==> config.mk <==
export PLATFORM = sky130hd
export DESIGN_NAME = bit_serializer
export DESIGN_NICKNAME = d
export VERILOG_FILES = /design/src/rtl/bit_serializer.sv
export SDC_FILE = /design/constraint.sdc
export NUM_CORES = 1
export LEC_CHECK = 0
export ABC_AREA = 1
export CELL_PAD_IN_SITES_DETAIL_PLACEMENT = 0
export CELL_PAD_IN_SITES_GLOBAL_PLACEMENT = 2
export CORE_UTILIZATION = 30
export CTS_BUF_LIST = sky130_fd_sc_hd__clkbuf_8
export DETAILED_ROUTE_END_ITERATION = 10
export GPL_TIMING_DRIVEN = 0
export PLACE_DENSITY_LB_ADDON = 0.1
export SYNTH_ARGS = -nofsm -noshare
export SYNTH_HDL_FRONTEND = slang
export SYNTH_SLANG_ARGS = --single-unit
==> constraint.sdc <==
create_clock -name clk -period 2.15 [get_ports clk]
set_input_delay 0.3225 -clock clk [delete_from_list [all_inputs] [get_ports clk]]
set_output_delay 0.3225 -clock clk [all_outputs]
set_load 0.005 [all_outputs]
==> src/rtl/bit_serializer.sv <==
// bit_serializer: parallel-to-serial front end for the 1011 sequence detector.
// Accepts WIDTH-bit words over a valid/ready handshake and shifts each word out
// one bit per bit-period (CYCLES_PER_BIT clocks), MSB- or LSB-first, with an
// optional forced idle gap of GAP_CYCLES clocks between words.
//
// Ports:
//   clk       in   system clock, rising edge
//   rst       in   asynchronous reset, active-low
//   s_data    in   word to serialize (sampled only at accept)
//   s_valid   in   s_data valid
//   s_ready   out  block can accept a word this cycle (combinational)
//   abort     in   synchronous abort of the current word
//   ser_bit   out  serial bit stream, 0 whenever ser_valid=0
//   ser_valid out  ser_bit carries a word bit
//   busy      out  word in flight (SHIFT or GAP)
//   word_done out  one-clock pulse on the last clock of the last bit
module bit_serializer #(
    parameter int WIDTH          = 8,
    parameter int MSB_FIRST      = 1,
    parameter int CYCLES_PER_BIT = 1,
    parameter int GAP_CYCLES     = 0
) (
    input  logic             clk,
    input  logic             rst,
    input  logic [WIDTH-1:0] s_data,
    input  logic             s_valid,
    output logic             s_ready,
    input  logic             abort,
    output logic             ser_bit,
    output logic             ser_valid,
    output logic             busy,
    output logic             word_done
);

    localparam int BW = $clog2(WIDTH);
    localparam int CW = (CYCLES_PER_BIT > 1) ? $clog2(CYCLES_PER_BIT) : 1;
    localparam int GW = (GAP_CYCLES > 1) ? $clog2(GAP_CYCLES) : 1;

    localparam logic [BW-1:0] BIT_LAST = BW'(WIDTH - 1);
    localparam logic [CW-1:0] CYC_LAST = CW'(CYCLES_PER_BIT - 1);
    localparam logic [GW-1:0] GAP_LAST = GW'((GAP_CYCLES > 0) ? GAP_CYCLES - 1 : 0);
    localparam logic          B2B      = (GAP_CYCLES == 0);

    typedef enum logic [1:0] {
        S_IDLE,
        S_SHIFT,
        S_GAP
    } state_t;

    state_t           state, state_n;
    logic [WIDTH-1:0] shreg, shreg_n;
    logic [BW-1:0]    bit_cnt, bit_n;
    logic [CW-1:0]    cyc_cnt, cyc_n;
    logic [GW-1:0]    gap_cnt, gap_n;
    logic             ser_bit_n, ser_valid_n, busy_n, word_done_n;
    logic             last_clk, accept, first_bit;

    // Final clock of the final bit of the word currently on ser_bit.
    assign last_clk = (state == S_SHIFT) && (bit_cnt == BIT_LAST) && (cyc_cnt == CYC_LAST);

    // With no gap configured, the final clock also accepts the next word so
    // ser_valid stays high across word boundaries.
    assign s_ready = rst && !abort && ((state == S_IDLE) || (B2B && last_clk));
    assign accept  = s_valid && s_ready;

    assign first_bit = (MSB_FIRST != 0) ? s_data[WIDTH-1] : s_data[0];

    always_comb begin
        state_n     = state;
        shreg_n     = shreg;
        bit_n       = bit_cnt;
        cyc_n       = cyc_cnt;
        gap_n       = gap_cnt;
        ser_bit_n   = 1'b0;
        ser_valid_n = 1'b0;
        busy_n      = 1'b0;

        if (abort) begin
            state_n = S_IDLE;
            bit_n   = '0;
            cyc_n   = '0;
            gap_n   = '0;
        end else if (accept) begin
            state_n     = S_SHIFT;
            shreg_n     = s_data;
            bit_n       = '0;
            cyc_n       = '0;
            gap_n       = '0;
            ser_bit_n   = first_bit;
            ser_valid_n = 1'b1;
            busy_n      = 1'b1;
        end else begin
            case (state)
                S_IDLE: begin
                    state_n = S_IDLE;
                end
                S_SHIFT: begin
                    if (last_clk) begin
                        bit_n = '0;
                        cyc_n = '0;
                        gap_n = '0;
                        if (B2B) begin
                            state_n = S_IDLE;
                        end else begin
                            state_n = S_GAP;
                            busy_n  = 1'b1;
                        end
                    end else if (cyc_cnt == CYC_LAST) begin
                        // Advance: the register is shifted so the next bit
                        // always sits at the emitting end.
                        bit_n       = bit_cnt + BW'(1);
                        cyc_n       = '0;
                        ser_valid_n = 1'b1;
                        busy_n      = 1'b1;
                        if (MSB_FIRST != 0) begin
                            shreg_n   = {shreg[WIDTH-2:0], 1'b0};
                            ser_bit_n = shreg[WIDTH-2];
                        end else begin
                            shreg_n   = {1'b0, shreg[WIDTH-1:1]};
                            ser_bit_n = shreg[1];
                        end
                    end else begin
                        cyc_n       = cyc_cnt + CW'(1);
                        ser_bit_n   = ser_bit;
                        ser_valid_n = 1'b1;
                        busy_n      = 1'b1;
                    end
                end
                S_GAP: begin
                    if (gap_cnt == GAP_LAST) begin
                        state_n = S_IDLE;
                        gap_n   = '0;
                    end else begin
                        gap_n  = gap_cnt + GW'(1);
                        busy_n = 1'b1;
                    end
                end
                default: begin
                    state_n = S_IDLE;
                    bit_n   = '0;
                    cyc_n   = '0;
                    gap_n   = '0;
                end
            endcase
        end

        // word_done is registered, so it is raised on entry to the last clock.
        word_done_n = (state_n == S_SHIFT) && (bit_n == BIT_LAST) && (cyc_n == CYC_LAST);
    end

    always_ff @(posedge clk or negedge rst) begin
        if (!rst) begin
            state     <= S_IDLE;
            shreg     <= '0;
            bit_cnt   <= '0;
            cyc_cnt   <= '0;
            gap_cnt   <= '0;
            ser_bit   <= 1'b0;
            ser_valid <= 1'b0;
            busy      <= 1'b0;
            word_done <= 1'b0;
        end else begin
            state     <= state_n;
            shreg     <= shreg_n;
            bit_cnt   <= bit_n;
            cyc_cnt   <= cyc_n;
            gap_cnt   <= gap_n;
            ser_bit   <= ser_bit_n;
            ser_valid <= ser_valid_n;
            busy      <= busy_n;
            word_done <= word_done_n;
        end
    end

endmodule

**Word level (Yosys, flattened, before mapping)**

Cells that the tools add are included.

- $add $sub $neg: 3
- Equal/unequal tests: 10
- Multiplexer cells: 37
- Bitwise logic cells: 3
- Reductions and logical operators: 14

Operators by type and width:

| cell | number |
|---|---|
| 7-bit two-way mux | 4 |
| 1-bit two-way mux | 20 |
| 3-bit two-way mux | 4 |
| 2-bit two-way mux | 4 |
| 1-bit logical AND | 7 |
| 3-bit == test, second input constant | 2 |
| 3-bit one-hot mux with 2 select lines | 1 |
| 5-bit != test, second input constant | 1 |
| 2-bit by 1-bit == test with 1-bit output, second input constant | 2 |
| 2-bit by 1-bit != test with 1-bit output, second input constant | 2 |
| 4-bit != test, second input constant | 1 |
| 1-bit one-hot mux with 2 select lines | 2 |
| 2-bit one-hot mux with 2 select lines | 1 |
| 4-bit AND reduction | 1 |
| 3-bit by 1-bit adder with 3-bit output, second input constant | 1 |
| 3-bit != test, second input constant | 1 |
| 1-bit NOT | 3 |
| 1-bit one-hot mux with 3 select lines | 1 |
| 1-bit adder, second input constant | 2 |
| 2-bit == test, second input constant | 1 |
| 2-bit zero test | 1 |
| 2-bit AND reduction | 1 |
| 2-bit nonzero test | 1 |
| 2-bit OR reduction | 1 |
| other kinds (2) | 2 |

- Register bits: 18
- Input port bits: 12
- Output and inout port bits: 5
- Logic and storage cells: 76

**Longest topological paths before layout**

- Depth in word-level cells: 11
- Depth in mapped cells: 10
- Depth with buffers taken out: 10

**Least setup slack after synthesis**

Ideal clock, no wire load.

- Path type: flip-flop to flip-flop
- Start: register bit_cnt[0]
- End: register shreg[1]
- Setup time: 0.117 ns
- Arrival: 1.505 ns
- Required time: 2.033 ns
- Slack: 0.528 ns
- Cell stages (with the launch flop): 9
- Path buffers: 0
- Clock period less this slack: 1.622 ns
- Cells stage by stage: dfrtp_1 > ha_1 > ha_1 > a21oi_4 > inv_2 > a21oi_4 > nand2_4 > nand2_1 > nand2_1

- Cells in the longest elaborated chain, start to end: 8

RTL lines:

| item | RTL line | RTL |
|---|---|---|
| start, declared | 52 | `logic [BW-1:0] bit_cnt, bit_n;` |
| start signal, assigned | 165 | `bit_cnt <= bit_n;` |
| 3-bit == test (*) | 59 | `assign last_clk = (state == S_SHIFT) && (bit_cnt == BIT_LAST) && (cyc_cnt == CYC_LAST);` |
| 1-bit logical AND (*) (2 in series) | 59 |  |
| 1-bit logical OR | 63 | `assign s_ready = rst && !abort && ((state == S_IDLE) \|\| (B2B && last_clk));` |
| 1-bit logical AND | 63 |  |
| 1-bit logical AND | 64 | `assign accept = s_valid && s_ready;` |
| 2-bit by 1-bit != test with 1-bit output (no source line) / 2-bit nonzero test (equally long branches) | -- |  |
| 4-bit AND reduction (no source line) | -- |  |
| end signal, assigned | 164 | `shreg <= shreg_n;` |
| end, declared | 51 | `logic [WIDTH-1:0] shreg, shreg_n;` |

Every way passes the cells marked *; elsewhere a longest branch is shown, timed or not.
A chain may end at the register's enable or synchronous reset.

**Final worst setup path**

- Start: input port abort
- End: output port s_ready

- Cells in the longest elaborated chain, start to end: 3

RTL lines:

| item | RTL line | RTL |
|---|---|---|
| start, declared | 28 | `input logic abort,` |
| 1-bit zero test | 63 |  |
| 1-bit logical AND (2 in series) | 63 |  |
| end, declared | 27 | `output logic s_ready,` |

No other way between the ends.

==> parameters.txt <==
Parameter                              Value

Run status
  Outcome    complete, but fails checks
  Failing checks    hold timing

Route
  Total routed wirelength    2313 um
  Number of optimization iterations in the first detailed-route pass    4
  Vias per std cell    4.352
  Antenna violation net count after detailed routing    0
  Detailed Route Iter0 Violations    53
  Drt drc    0
  WL per Instance    11.98 um
  Total via count after detailed routing    840

Placement
  Count of buffers from port buffering    15
  DP Cell Count    188
  Hpwl dp    1663 um
  Final Wtd Congestion    0.7454
  Placed standard-cell area    0.001195 mm^2

Final layout
  # diodes    0
  Fill cell total of the finished layout    350
  Finished Layout Cells    193
  Post-layout nets    167
  Proportion of layout cells with a drive suffix above 1    14.09%
  Total non-filler cell area in the finished layout    0.001274 mm^2
  Area added between synthesis and finish    28.70%

CTS
  Clock root buffer    clkbuf_8
  Clock tree from TritonCTS    yes
  Clock Latency Late Sink    250 ps
  # H-tree levels    1
  Clock sink total    17
  Clock edge transition at the registers on the reported setup and hold paths    70 ps
  Buffer depth of the longest clock path    2
  Number of hold buffers added after cts    0
  Total CTS buffers    3

STA
  Clock Skew    5.515 ps
  Count of final max-slew check failures    0
  Sum of negative setup slack    0 ps
  Slew Limit Headroom    72.66%
  Fin. Hold Viols    11
  Final period utilization    87.92%
  Unrepaired setup endpoints after global routing    no
  # setup viols final    0
  Maximum clock rate    529.0 MHz
  Minimum hold slack    -6.423 ps
  Least-Margin Pin Slew    410.1 ps
  Shortest period the worst path allows    1890 ps

Setup path
  Endpoint of the worst-slack reg-to-reg timing path    shreg[4]
  Reg2Reg Launch Point    state[1]
  Worst-path maximum fanout    5
  Crit path max-delay family    buffers and inverters
  Cell depth of the worst setup path    4
  R2R setup slack    390 ps
  Signal arrival time at the worst endpoint    1570 ps
  CP cell instances    clkdlybuf4s50_1 -> nor2_2 -> a21boi_4 -> dlygate4sd2_1
  CP Class    in2out
  Worst setup path start    abort
  Worst path buffer plus inverter count    2
  Cells on worst reg2reg path    9
  Critical Path Max Stage Delay    550 ps
  Endpoint of the most critical setup path    s_ready
  Nature of the critical path endpoint    output pin
  Category of the worst setup path launch point    input port
  WP data required    1830 ps
  Slowest library cell on the worst path    clkdlybuf4s50_1

Pwr
  Power density normalized to cell area    590.5 mW/mm^2
  Worst IR drop on VDD    251.7 uV
  Standby leakage power    0.6700 nW

Die
  Core Rows    20
  Horizontal die dimension    59.44 um
  Total core area    0.003103 mm^2
  Overall die area    0.003533 mm^2
  Top Ports    17
  Initial cell density of the core    31.90%
  Height of the chip    59.44 um

Synth
  Count of different cell masters after synthesis    18
  Number of register bits inferred by synthesis    17
  Gate count after technology mapping    129
  Mean area per synthesized cell    7.672 um^2
  Yosys warns    0
  Synthesized netlist net count    146
  Cell area after synthesis    989.7 um^2
  Proportion of synthesized chip area in sequential cells    42.98%

Hold path
  HP Class    in2async

Global route
  First-pass GRT wire length    4236 um
  GR Util All Layers    16.58%
  GRT overflow    0
  Number of global-route vias before repair    872
  Number of antenna violations at the first check in global routing    0
  Pin count of the biggest net entering global routing    19

Job
  Max Cap Viol    0
repair_timing:
| item | 4_1_cts | 5_1_grt |
|---|---|---|
| setup buffers | 1 | 0 |
| endpoints found under the hold margin | 0 | 0 |
| setup endpoints to repair | 10 | 0 |
| resized for setup | 12 | 0 |
how the worst min path moves through the flow:
stage                 endpoint  slack (ps)     start  cells past startpoint
floorplan           bit_cnt[0]          30       rst                      0
detailed placement    shreg[5]         460  shreg[5]                      2
global route         ser_valid          30       rst                      1
global placement      shreg[5]         450  shreg[5]                      2
CTS                  ser_valid           9       rst                      1
finish               ser_valid          -6       rst                      1
cells in the mapped netlist:
cell      instances  share of area (%)
a21boi_2          1                1.1
dfrtp_1          17                 43
buf_2             1               0.51
nand2_4           1                1.1
nor2_1            5                1.9
nand3_1          18                9.1
nand3_4           1                1.8
clkbuf_2          1               0.51
nand2_2           2                1.3
nand2_1          54                 20
nand4_1           2                1.3
nand3_2           1                1.0
a21oi_4           2                3.3
inv_1            13                4.9
nor2_2            1               0.63
inv_2             2               0.76
a21oi_1           2                1.0
ha_1              5                6.3
placed cells by master, fill, tap and decap left out:
cell type	n
nand2_1	54
nand3_1	18
dfrtp_1	17
inv_1	14
clkdlybuf4s50_1	13
nor2_1	4
ha_1	3
clkbuf_8	3
inv_2	2
a21oi_4	2
nand3_4	2
nand2_2	2
nor2_2	2
a21oi_1	2
nand4_1	2
buf_2	2
clkbuf_2	1
a21boi_4	1
nand2_4	1
ha_2	1
ha_4	1
dlygate4sd2_1	1
buf_4	1
flip-flops by register name (all words and copies together) (netlist names):
register	count
bit_cnt	3
word_done	1
cyc_cnt	1
shreg	7
ser_bit	1
ser_valid	1
state	2
busy	1
worst register-to-register path, delay by kind of cell, from the launching register on:
kind / cells / cell delay [ps]
AO/OA/AOI/OAI: 2 / 490
AND/OR/NAND/NOR: 3 / 260
adder cells (fa/ha/maj): 1 / 240
buffers and inverters: 3 / 260
flip-flops: 1 / 400
routing by layer:
layer | part of all wire, % | track usage [%] | vias up | routed length, um
met2 | 43 | 24.24 | 21 | 990
met4 | 1.3 | 7.143 | 0 | 29
met3 | 5.1 | 3.057 | 4 | 119
li1 | - | - | 445 | -
met5 | 0 | 0 | - | 0
met1 | 51 | 23.74 | 370 | 1173
report_power, final:
group	switching [mW]	internal [mW]	total, mW
Clock	0.108	0.127	0.234
Sequential	0.0203	0.360	0.381
Combinational	0.0746	0.0625	0.137
Total	0.203	0.550	0.752
metrics by stage:
step | hold WS, ps | worst slack [ps] | power [mW] | util [%]
6_report | -6.423 | 259.8 | 0.7522 | 41.05
5_1_grt | 29.41 | 159.5 | 0.8123 | 41.05
4_1_cts | 8.613 | 241.4 | 0.7664 | 41.05
3_5_place_dp | 459.1 | -912.9 | 0.5233 | 38.51
3_3_place_gp | 453.1 | -909.0 | 0.5202 | 38.51
2_1_floorplan | 26.91 | 528.1 | 0.4685 | -
final cells by class:
class,count,area (um^2),area share (%)
buffer,2,10.01,0.7859
tap,44,55.05,4.322
multi-input combinational,95,530.5,41.65
clock inverter,1,3.754,0.2947
timing repair buffer,16,151.4,11.89
clock buffer,3,41.29,3.242
inverter,15,56.30,4.420
sequential,17,425.4,33.40
cells by family after synthesis:
family	Yosys count	synth area share [%]
DFF	17	42.98
adders and majority gates	5	6.321
AOI/OAI and AO/OA	5	5.436
buffers and inverters	17	6.700
and+or+nand+nor	85	38.56
Note: power is estimated with default switching activity, not from simulation.
